<file path="config.mk">
export PLATFORM = sky130hd
export DESIGN_NAME = vga_timing_gen
export DESIGN_NICKNAME = d
export VERILOG_FILES = /design/src/rtl/vga_timing_gen.sv
export SDC_FILE = /design/constraint.sdc
export NUM_CORES = 1
export LEC_CHECK = 0
export ABC_AREA = 0
export ABC_CLOCK_PERIOD_IN_PS = 3400
export BUFFER_PORTS_ARGS = -buffer_cell sky130_fd_sc_hd__clkbuf_2
export CORE_ASPECT_RATIO = 0.9
export CORE_MARGIN = 2
export CORE_UTILIZATION = 45
export CTS_CLUSTER_DIAMETER = 80
export DETAILED_ROUTE_END_ITERATION = 10
export GPL_TIMING_DRIVEN = 0
export PLACE_DENSITY = 0.71
export SLEW_MARGIN = 5
export SYNTH_ARGS = -nofsm -noshare
export SYNTH_HDL_FRONTEND = slang
export SYNTH_SLANG_ARGS = --single-unit
</file>
<file path="constraint.sdc">
create_clock -name clk -period 3.4 [get_ports clk]
set_clock_uncertainty 0.1 [all_clocks]
set_input_delay 0.17 -clock clk [delete_from_list [all_inputs] [get_ports clk]]
set_output_delay 0.17 -clock clk [all_outputs]
set_load 0.1 [all_outputs]
</file>
<file path="src/rtl/vga_timing_gen.sv">
// VGA raster timing generator: divides clk into a pixel strobe, runs h/v
// counters and produces registered syncs, blank and colour.
// Parameters:
//   H_ACTIVE/H_FP/H_SYNC/H_BP and V_ACTIVE/V_FP/V_SYNC/V_BP set the raster.
//   CLK_DIV is clk cycles per pixel (2..16).
//   HS_POL/VS_POL are the sync levels.
//   CW is the counter width and COLOR_W the channel width.
// Ports:
//   clk, reset (sync, active-high), v_enable (run/hold)
//   pix_r/g/b     : source colour, sampled on pixel_ce
//   pixel_ce      : one-clk pixel strobe
//   clkVGA        : divided pixel clock for the DAC
//   horiz_count, vert_count : current coordinates
//   frame_start   : one-clk pulse when both counters wrap
//   R/G/B, horiz_sync, vert_sync, vga_blank : registered, one pixel late
//   vga_sync      : DAC composite sync, constant 0
// Optional: define VGA_TEST_PATTERN_EN to add pattern_sel, which selects
// eight internal colour bars instead of pix_r/g/b.
module vga_timing_gen #(
   parameter int H_ACTIVE = 640,
   parameter int H_FP     = 16,
   parameter int H_SYNC   = 96,
   parameter int H_BP     = 48,
   parameter int V_ACTIVE = 480,
   parameter int V_FP     = 10,
   parameter int V_SYNC   = 2,
   parameter int V_BP     = 33,
   parameter int CLK_DIV  = 2,
   parameter bit HS_POL   = 1'b0,
   parameter bit VS_POL   = 1'b0,
   parameter int CW       = 16,
   parameter int COLOR_W  = 8
) (
   input  logic               clk,
   input  logic               reset,
   input  logic               v_enable,
   input  logic [COLOR_W-1:0] pix_r,
   input  logic [COLOR_W-1:0] pix_g,
   input  logic [COLOR_W-1:0] pix_b,
`ifdef VGA_TEST_PATTERN_EN
   input  logic               pattern_sel,
`endif
   output logic               pixel_ce,
   output logic               clkVGA,
   output logic [CW-1:0]      horiz_count,
   output logic [CW-1:0]      vert_count,
   output logic               frame_start,
   output logic [COLOR_W-1:0] R,
   output logic [COLOR_W-1:0] G,
   output logic [COLOR_W-1:0] B,
   output logic               horiz_sync,
   output logic               vert_sync,
   output logic               vga_blank,
   output logic               vga_sync
);

   localparam int HT = H_ACTIVE + H_FP + H_SYNC + H_BP;
   localparam int VT = V_ACTIVE + V_FP + V_SYNC + V_BP;
   localparam int DW = 5;

   // Compares are done one bit wider than the counters so that a sync
   // edge landing exactly on HT/VT cannot alias to zero.
   localparam logic [CW:0] H_VIS  = (CW+1)'(H_ACTIVE);
   localparam logic [CW:0] HS_BEG = (CW+1)'(H_ACTIVE + H_FP);
   localparam logic [CW:0] HS_END = (CW+1)'(H_ACTIVE + H_FP + H_SYNC);
   localparam logic [CW:0] V_VIS  = (CW+1)'(V_ACTIVE);
   localparam logic [CW:0] VS_BEG = (CW+1)'(V_ACTIVE + V_FP);
   localparam logic [CW:0] VS_END = (CW+1)'(V_ACTIVE + V_FP + V_SYNC);

   localparam logic [CW-1:0] H_LAST = CW'(HT - 1);
   localparam logic [CW-1:0] V_LAST = CW'(VT - 1);

   localparam logic [DW-1:0] DIV_LAST = DW'(CLK_DIV - 1);
   localparam logic [DW-1:0] DIV_HALF = DW'(CLK_DIV / 2);

   if (((HT - 1) >> CW) != 0 || ((VT - 1) >> CW) != 0) begin : g_cw_chk
      $error("vga_timing_gen: CW too narrow for HT-1 or VT-1");
   end

   if (CLK_DIV < 2 || CLK_DIV > 16) begin : g_div_chk
      $error("vga_timing_gen: CLK_DIV outside 2..16");
   end

   logic [DW-1:0]      div_q, div_d;
   logic [CW-1:0]      h_q, h_d;
   logic [CW-1:0]      v_q, v_d;
   logic               hs_q, hs_d;
   logic               vs_q, vs_d;
   logic               blank_q, blank_d;
   logic [COLOR_W-1:0] r_q, r_d;
   logic [COLOR_W-1:0] g_q, g_d;
   logic [COLOR_W-1:0] b_q, b_d;

   logic               ce;
   logic [CW:0]        hx, vx;
   logic [COLOR_W-1:0] src_r, src_g, src_b;

`ifdef VGA_TEST_PATTERN_EN
   localparam int BAR_W = (H_ACTIVE / 8 > 0) ? H_ACTIVE / 8 : 1;
   logic [2:0] bar_k;
`endif

   always_comb begin
      ce      = v_enable && (div_q == DIV_LAST);
      hx      = {1'b0, h_q};
      vx      = {1'b0, v_q};
      div_d   = div_q;
      h_d     = h_q;
      v_d     = v_q;
      src_r   = pix_r;
      src_g   = pix_g;
      src_b   = pix_b;
`ifdef VGA_TEST_PATTERN_EN
      bar_k   = 3'(h_q / CW'(BAR_W));
      if (pattern_sel) begin
         src_r = {COLOR_W{bar_k[2]}};
         src_g = {COLOR_W{bar_k[1]}};
         src_b = {COLOR_W{bar_k[0]}};
      end
`endif
      if (v_enable) begin
         div_d = ce ? '0 : div_q + DW'(1);
      end
      if (ce) begin
         if (h_q == H_LAST) begin
            h_d = '0;
            v_d = (v_q == V_LAST) ? '0 : v_q + CW'(1);
         end else begin
            h_d = h_q + CW'(1);
         end
      end
      // Display side is computed from the pre-increment coordinates.
      hs_d    = (hx >= HS_BEG && hx < HS_END) ? HS_POL : ~HS_POL;
      vs_d    = (vx >= VS_BEG && vx < VS_END) ? VS_POL : ~VS_POL;
      blank_d = (hx < H_VIS) && (vx < V_VIS);
      r_d     = blank_d ? src_r : '0;
      g_d     = blank_d ? src_g : '0;
      b_d     = blank_d ? src_b : '0;
   end

   always_ff @(posedge clk) begin
      if (reset) begin
         div_q   <= '0;
         h_q     <= '0;
         v_q     <= '0;
         hs_q    <= ~HS_POL;
         vs_q    <= ~VS_POL;
         blank_q <= 1'b0;
         r_q     <= '0;
         g_q     <= '0;
         b_q     <= '0;
      end else begin
         div_q <= div_d;
         h_q   <= h_d;
         v_q   <= v_d;
         if (ce) begin
            hs_q    <= hs_d;
            vs_q    <= vs_d;
            blank_q <= blank_d;
            r_q     <= r_d;
            g_q     <= g_d;
            b_q     <= b_d;
         end
      end
   end

   assign pixel_ce    = ce;
   assign clkVGA      = (div_q >= DIV_HALF);
   assign frame_start = ce && (h_q == H_LAST) && (v_q == V_LAST);
   assign horiz_count = h_q;
   assign vert_count  = v_q;
   assign horiz_sync  = hs_q;
   assign vert_sync   = vs_q;
   assign vga_blank   = blank_q;
   assign R           = r_q;
   assign G           = g_q;
   assign B           = b_q;
   assign vga_sync    = 1'b0;

endmodule

</file>
Word-level counts from Yosys, hierarchy flattened --
Cells that the tools add are included.
Storage, ports and cells: register bits 64, input port bits 27, output and inout port bits 63, logic and storage cells 37
Operators by class: add/subtract/negate cells 3, order comparisons 7, eq/ne operators 3, muxes and demuxes 8, reduce and logical (&&, ||, !) cells 7
Operators by type and width (count):
- $add A16 B1 Y16 const B | 2
- $eq A16 B10 Y1 const B | 2
- $lt A16 B10 Y1 const B | 2
- $lt A16 B9 Y1 const B | 2
- $mux W16 | 2
- $mux W8 | 3
- $ge A16 B10 Y1 const B | 1
- $ge A16 B9 Y1 const B | 1
- $logic_and A1 B1 Y1 | 6
- $add A5 B1 Y5 const B | 1
- $eq A5 B1 Y1 const B | 1
- $ge A5 B1 Y1 const B | 1
- $mux W5 | 1
- $mux W1 | 2
- $reduce_and A2 Y1 | 1

Depth between registers and ports, before layout --
Gate-level depths: netlist of run 1.
depth after elaboration 4, depth in mapped cells 8, mapped depth without buffers 7

Least setup slack after synthesis of run 1 --
No wires, ideal clock.
path type reg-to-output, start point reg h_q[0], in the netlist horiz_count[0], end point out frame_start, arrival time 5590 ps, data required time 3130 ps, setup slack -2460 ps, stages on the path, launching flop included 6, path buffers 0, path through dfxtp_1 > ha_1 > or4b_2 > nor2_1 > nand2_1 > nor4b_1
On the way: longest elaborated chain between the ends 3
Ends and longest elaborated chain:
- start: declaration | RTL line 85 | logic [CW-1:0] h_q, h_d;
- start signal: assignment | RTL line 144 | h_q <= '0;
- start signal: assignment | RTL line 154 | h_q <= h_d;
- $eq A16 B10 Y1 | RTL line 169 | assign frame_start = ce && (h_q == H_LAST) && (v_q == V_LAST);
- $logic_and A1 B1 Y1 (2 in series) | RTL line 169
- end: declaration | RTL line 47 | output logic frame_start,
Every way passes these cells.

Worst setup path in the final report of run 1 --
Ends and elaborated chain as after synthesis.

==> flow_metrics.tcl, run 1 <==
set metrics [dict create \
    finalWeightedCongestion 0.881 \
    synth-compound-area-share_pct 19.1 \
    worstSkewPairLatency_ns 0.34 \
    synth.cell_area_sq_um 2970 \
    global_route_wire_length_before_repair_microns 13000 \
    max_transition_viols_final 0 \
    static-leakage-power_nw 1.58 \
    cts_buffer_depth 2 \
    first_pass_iters 5 \
    cp_data_required_time_ns 3.13 \
    core_region_area_sq_um 6480 \
    result_of_the_run "completed" \
    syn_area_per_cell_sq_um 9.27 \
    buffers_added_on_ports 86 \
    synthAdderAreaFrac_pct 2.94 \
    die_area_sq_um 7280 \
    max_slew_margin_pct 61.2 \
    post_dr_vias_cell 5.61 \
    power.share.switching_pct 30.1 \
    via_count_of_the_first_global_routing_pass 2694 \
    synth_cell_type_count 47 \
    antenna_left 0 \
    power.net_switching_w 0.000513 \
    die_height_microns 81.1 \
    starting_density_pct 45.9 \
    final_cell_area_sq_um 3980 \
    critical_path.max_fanout 6 \
    synth_seq_area_share_pct 43.1 \
    area_added_between_synthesis_and_finish_pct 33.7 \
    worst_min_path_class "input port to flip-flop" \
    fin_crit_ns 3.25 \
    post-route-drc-count 0 \
    detail_route.wirelength_microns 8320 \
    floorplan.io_pins 90 \
    tightestPinTransition_ns 0.578 \
    dr_total_vias 3015 \
    cp-start-kind "flip-flop" \
    clockRootBuffer "sky130_fd_sc_hd__clkbuf_8" \
    clock-sinks 64 \
    synth-async-reset-ratio_pct 0 \
    detail_route.wl_per_cell_microns 15.5 \
    yosys.area_share.xor_xnor_pct 4.12 \
    combinationalPowerShare_pct 15.8 \
    final_nets 476 \
    critPathCaptureType "output port" \
    rsz0062_at_grt "false" \
    synthCells 321 \
    mostFrequentLayoutCells "sky130_fd_sc_hd__clkbuf_2 (85), sky130_fd_sc_hd__dfxtp_1 (62), sky130_fd_sc_hd__nor2_1 (24), sky130_fd_sc_hd__a22o_1 (24), sky130_fd_sc_hd__dlygate4sd3_1 (24)" \
    final_hold_viol_count 0 \
    synthesized_net_count 355 \
    die_w_microns 89.7 \
    final_layout_size_suffix_gt1_share_pct 26.0 \
    path_class "flip-flop to output port" \
    largest_family_of_logic_cells_by_synthesized_area "simple AND/OR/NAND/NOR gates" \
    final_core_utilization_pct 61.4 \
    path_clk_slew_ns 0.07 \
    fmax_ghz 0.308 \
    cts_tree "built" \
    timing.critical_path.arrival_ns 2.98 \
    insertedDiodeCount 0 \
    antenna_found_initial 0 \
    maximum_number_of_pins_on_one_net_before_global_route_repair 12 \
    cellInternalPower_w 0.00119 \
    synth.ff_latch_count 64 \
    total_cell_area_at_the_placement_stage_sq_um 3540 \
    synth.area.mux_share_pct 0.715 \
    setup_tns_ns 0 \
    number_of_failing_setup_endpoints_in_the_final_timing_report 0 \
    max-cap-violations 0 \
    grt-ovfl-total 0 \
    p_seq_share_pct 45.9 \
    detail_route.iter0.violations 190 \
    cts_buffers 9 \
    h_tree_levels 3 \
    row_count 28 \
    synth-edff-count 0 \
    peakVddDrop_v 0.000324 \
    dp_hpwl_microns 5680 \
    layout_worst_path_cycle_share_pct 95.5 \
    post_synth_simple_gate_area_pct 24.4 \
    mostFrequentLayoutCell "sky130_fd_sc_hd__clkbuf_2" \
    dominant_register_cell_in_the_synthesized_netlist "sky130_fd_sc_hd__dfxtp_1" \
    groute.usage.overall_pct 22.9 \
    synthesis.yosys.warnings 0 \
    power-per-cell-area_nw_per_um2 428 \
    share_clk_of_total_power_pct 38.2 \
]
final timing paths:
kind | from | end | slack [ns] | cells after the start
worst min-delay path | v_enable | div_q[1]$_SDFFE_PP0P_ | 0.16 | 3
worst max-delay path | horiz_count[0]$_SDFFE_PP0N_ | frame_start | 0.15 | 6
worst min register to register | vga_blank$_SDFFE_PP0N_ | vga_blank$_SDFFE_PP0N_ | 0.37 | 1
worst max register to register | horiz_count[0]$_SDFFE_PP0N_ | horiz_count[3]$_SDFFE_PP0N_ | 0.90 | 6
logic make-up after synthesis:
group	count (synthesis)
buffers and inverters	39
DFF	64
AOI/OAI and AO/OA	71
adders and majority gates	7
muxes	2
xor gates and xnor gates	14
other	1
and+or+nand+nor	123
synthesized netlist by cell type, types with 2 or more instances:
cell | number | area [sq um]
sky130_fd_sc_hd__a22o_1 | 24 | 210
sky130_fd_sc_hd__nand2b_1 | 2 | 12.5
sky130_fd_sc_hd__clkbuf_1 | 16 | 60.1
sky130_fd_sc_hd__nand4_1 | 17 | 106
sky130_fd_sc_hd__and2_1 | 3 | 18.8
sky130_fd_sc_hd__nor4bb_1 | 2 | 20.0
sky130_fd_sc_hd__o32ai_1 | 9 | 78.8
sky130_fd_sc_hd__xor2_1 | 6 | 52.6
sky130_fd_sc_hd__a21oi_1 | 9 | 45.0
sky130_fd_sc_hd__xnor2_1 | 8 | 70.1
sky130_fd_sc_hd__inv_1 | 18 | 67.6
sky130_fd_sc_hd__nor3_1 | 5 | 25.0
sky130_fd_sc_hd__ha_1 | 7 | 87.6
sky130_fd_sc_hd__or4_1 | 5 | 37.5
sky130_fd_sc_hd__nor4_1 | 7 | 43.8
sky130_fd_sc_hd__and3_1 | 4 | 25.0
sky130_fd_sc_hd__buf_2 | 2 | 10.0
sky130_fd_sc_hd__or3_1 | 13 | 81.3
sky130_fd_sc_hd__nand3_1 | 11 | 55.1
sky130_fd_sc_hd__a211o_1 | 2 | 17.5
sky130_fd_sc_hd__nor4b_1 | 2 | 17.5
sky130_fd_sc_hd__nor2_1 | 24 | 90.1
sky130_fd_sc_hd__or3_4 | 2 | 22.5
sky130_fd_sc_hd__and4_1 | 6 | 52.6
sky130_fd_sc_hd__nand2_1 | 14 | 52.6
sky130_fd_sc_hd__o31ai_1 | 4 | 30.0
sky130_fd_sc_hd__buf_4 | 2 | 15.0
sky130_fd_sc_hd__a211oi_1 | 10 | 75.1
sky130_fd_sc_hd__o21ai_0 | 5 | 25.0
sky130_fd_sc_hd__a21o_1 | 2 | 15.0
sky130_fd_sc_hd__dfxtp_1 | 64 | 1280
power groups by stage:
stage | combinational [W] | clock [W] | sequential (W)
after floorplan | 0.0000833 | 0 | 0.000911
after global placement | 0.000243 | 0 | 0.000798
after detailed placement | 0.000246 | 0 | 0.000799
after CTS | 0.000269 | 0.000665 | 0.000782
after global routing | 0.000283 | 0.000701 | 0.000784
final | 0.000270 | 0.000651 | 0.000782
critical path: stages (launching register included):
cell and delay, ns:
sky130_fd_sc_hd__dfxtp_4 0.39, sky130_fd_sc_hd__ha_1 0.19, sky130_fd_sc_hd__or4b_2 0.68, sky130_fd_sc_hd__nor2_1 0.45, sky130_fd_sc_hd__nand2_1 0.23, sky130_fd_sc_hd__nor4b_4 0.24
sky130_fd_sc_hd__buf_2 0.46
per-layer routing:
metal / vias to the layer above / global-route usage [%] / part of all wire, %
met4: 0 / 6.27 / 1.2
li1: 1457 / - / -
met1: 1444 / 29.2 / 43
met5: - / 0 / 0
met3: 12 / 6.20 / 5.5
met2: 102 / 37.9 / 50
what timing repair did:
action,in CTS,in global routing
setup buffers,0,0
setup endpoints to repair,0,1
gates resized for setup,0,1
hold endpoints to repair,24,0
hold buffers,24,0
flip-flops by register name (all words and copies together), names as in the netlist:
signal / flops
horiz_count: 16
vert_count: 16
B: 8
G: 8
R: 8
div_q: 5
horiz_sync: 1
vert_sync: 1
vga_blank: 1
through the flow:
step	cells	total power [W]	worst slack, ns	hold slack [ns]
after detailed placement	497	0.00104	0.484	0.286
final	537	0.00170	0.153	0.164
after global placement	497	0.00104	0.540	0.281
after floorplan	321	0.000995	0.152	0.196
after CTS	537	0.00172	0.105	0.154
after global routing	537	0.00177	0.0193	0.220
cell type report:
type	count	area (sq um)
Inverter	18	67.6
Sequential cell	64	1290
Clock inverter	5	56.3
Fill cell	573	2500
Tap cell	90	113
Timing Repair Buffer	110	671
Multi-Input combinational cell	218	1540
Clock buffer	11	141
Buffer	21	96.3
No activity file was read; power rests on OpenSTA's default activity.
==> run 2: changes to the inputs <==
Settings changed: BUFFER_PORTS_ARGS -buffer_cell sky130_fd_sc_hd__clkbuf_2 to -buffer_cell sky130_fd_sc_hd__buf_2, CTS_CLUSTER_SIZE from default to 8.
==> run 2 against run 1 <==
First-iteration DRC count fell by 37%. Wire length fell by 2.5%. Design area fell by 0.28%. Count of clock-buffer cells in the layout fell by 1. Critical path depth did not move. Sequential share of layout area rose by 0.092 points. Largest power group unchanged.
==> flow_metrics.tcl, run 2 (same netlist as run 1, synthesis figures left out) <==
set metrics [dict create \
    max_transition_viols_final 0 \
    insertedDiodeCount 0 \
    total_number_of_cells_along_the_worst_setup_path 6 \
    post_dr_vias_cell 5.45 \
    h_tree_levels 3 \
    result_of_the_run "completed" \
    fmax_ghz 0.311 \
    cts_tree "built" \
    worstSkewPairLatency_ns 0.34 \
    number_of_failing_setup_endpoints_in_the_final_timing_report 0 \
    final_hold_viol_count 0 \
    buffers_added_on_ports 86 \
    post-route-drc-count 0 \
    dp_hpwl_microns 5540 \
    via_count_of_the_first_global_routing_pass 2696 \
    rsz0062_at_grt "false" \
    peakVddDrop_v 0.000382 \
    r2r.worst_path.cells 6 \
    die_height_microns 81.1 \
    power-per-cell-area_nw_per_um2 424 \
    critPathBufInv 1 \
    critical_path.startpoint "horiz_count[0]$_SDFFE_PP0N_" \
    post-place-cells 497 \
    end_point_of_the_critical_path "frame_start" \
    row_count 28 \
    timing.critical_path.max_delay_family "simple AND/OR/NAND/NOR gates" \
    static-leakage-power_nw 1.63 \
    die_area_sq_um 7280 \
    cp-start-kind "flip-flop" \
    mostFrequentLayoutCells "sky130_fd_sc_hd__buf_2 (88), sky130_fd_sc_hd__dfxtp_1 (62), sky130_fd_sc_hd__nor2_1 (24), sky130_fd_sc_hd__a22o_1 (24), sky130_fd_sc_hd__dlygate4sd3_1 (24)" \
    dr_total_vias 2927 \
    groute.usage.overall_pct 22.9 \
    first_pass_iters 4 \
    detail_route.iter0.violations 119 \
    timing.critical_path.arrival_ns 2.94 \
    max-cap-violations 0 \
    cts_buffers 9 \
    grt-ovfl-total 0 \
    floorplan.io_pins 90 \
    postCtsSetupBuffers 0 \
    layout_worst_path_cycle_share_pct 94.4 \
    ff2ff_setup_slack_ns 0.94 \
    max_slew_margin_pct 57.5 \
    cp_data_required_time_ns 3.13 \
    fin_crit_ns 3.21 \
    starting_density_pct 45.9 \
    area_added_between_synthesis_and_finish_pct 33.4 \
    antenna_left 0 \
    slowest_cell_on_the_critical_path "sky130_fd_sc_hd__or4b_2" \
    final_nets 476 \
    setup_tns_ns 0 \
    path_class "flip-flop to output port" \
    final_cell_count_no_fill 537 \
    clock-sinks 64 \
    worst_r2r_endpoint "horiz_count[5]$_SDFFE_PP0N_" \
    cells_along_the_critical_path "ha_1 > or4b_2 > nor2_1 > nand2_1 > nor4b_4 > buf_2" \
    maximum_number_of_pins_on_one_net_before_global_route_repair 12 \
    cts_repair_resize_count 0 \
    tightestPinTransition_ns 0.632 \
    global_route_wire_length_before_repair_microns 12900 \
    cts_hold_buffers 24 \
    critical-path-max-stage-delay_ns 0.68 \
    final_core_utilization_pct 61.2 \
    critical_path.max_fanout 6 \
    crit-reg2reg-launch "horiz_count[0]$_SDFFE_PP0N_" \
    cts_buffer_depth 2 \
    antenna_found_initial 0 \
    final_layout_size_suffix_gt1_share_pct 26.0 \
    mostFrequentLayoutCell "sky130_fd_sc_hd__buf_2" \
    clockRootBuffer "sky130_fd_sc_hd__clkbuf_8" \
    critPathCaptureType "output port" \
    path_clk_slew_ns 0.07 \
    detail_route.wirelength_microns 8110 \
    finalWeightedCongestion 0.873 \
    worst_min_path_class "input port to flip-flop" \
    core_region_area_sq_um 6480 \
    die_w_microns 89.7 \
    detail_route.wl_per_cell_microns 15.1 \
]
==> run 2: cell count changes in the layout (fill, tap and decap cells not counted), sizes merged <==
cell / delta
inv: +1
clkbuf: -86
buf: +85
==> run 2: metrics by stage <==
stage          total power, W  hold slack, ns  instance area [sq um]  setup slack, ns
5_1_grt               0.00174           0.163                   3970           0.0481
6_report              0.00168           0.156                   3970            0.189
2_1_floorplan        0.000995           0.196                   3000            0.152
3_3_place_gp          0.00104           0.280                   3540            0.579
3_5_place_dp          0.00104           0.284                   3540            0.550
4_1_cts               0.00169           0.137                   3970            0.172
==> run 2: final cells by class <==
type / instances / area, sq um
fill: 586 / 2510
multi-input combinational: 218 / 1540
sequential: 64 / 1290
timing repair buffer: 110 / 671
clock buffer: 10 / 128
tap: 90 / 113
buffer: 21 / 96.3
inverter: 18 / 67.6
clock inverter: 6 / 58.8
==> run 2: metal layers <==
layer | wire length (microns) | vias to the layer above | global-route usage [%]
li1 | - | 1451 | -
met1 | 3670 | 1377 | 30.0
met2 | 3950 | 85 | 36.4
met3 | 389 | 14 | 6.00
met4 | 108 | 0 | 7.61
met5 | 0 | - | 0
==> run 2: worst min path at each step <==
stage / slack [ns] / startpoint / endpoint / cells past startpoint
floorplan: 0.20 / pix_b[0] / B[0]$_SDFFE_PP0N_ / 1
global placement: 0.28 / pix_b[1] / B[1]$_SDFFE_PP0N_ / 2
detailed placement: 0.28 / pix_g[4] / G[4]$_SDFFE_PP0N_ / 2
CTS: 0.14 / v_enable / div_q[1]$_SDFFE_PP0P_ / 3
global route: 0.16 / v_enable / div_q[1]$_SDFFE_PP0P_ / 3
finish: 0.16 / v_enable / div_q[1]$_SDFFE_PP0P_ / 3
==> run 2: report_power, final <==
part	switching, W	total, W	internal (W)
combinational	0.000203	0.000270	0.0000662
clock	0.000294	0.000629	0.000335
sequential	0.0000135	0.000781	0.000768
total	0.000511	0.00168	0.00117
==> run 2: worst register-to-register path, cell delays in order (launching register included) <==
cell                      delay, ns
sky130_fd_sc_hd__dfxtp_4       0.39
sky130_fd_sc_hd__ha_1          0.18
sky130_fd_sc_hd__or4b_2        0.68
sky130_fd_sc_hd__nor2_1        0.42
sky130_fd_sc_hd__a21o_1        0.29
sky130_fd_sc_hd__buf_4         0.22
sky130_fd_sc_hd__nor2_1        0.07
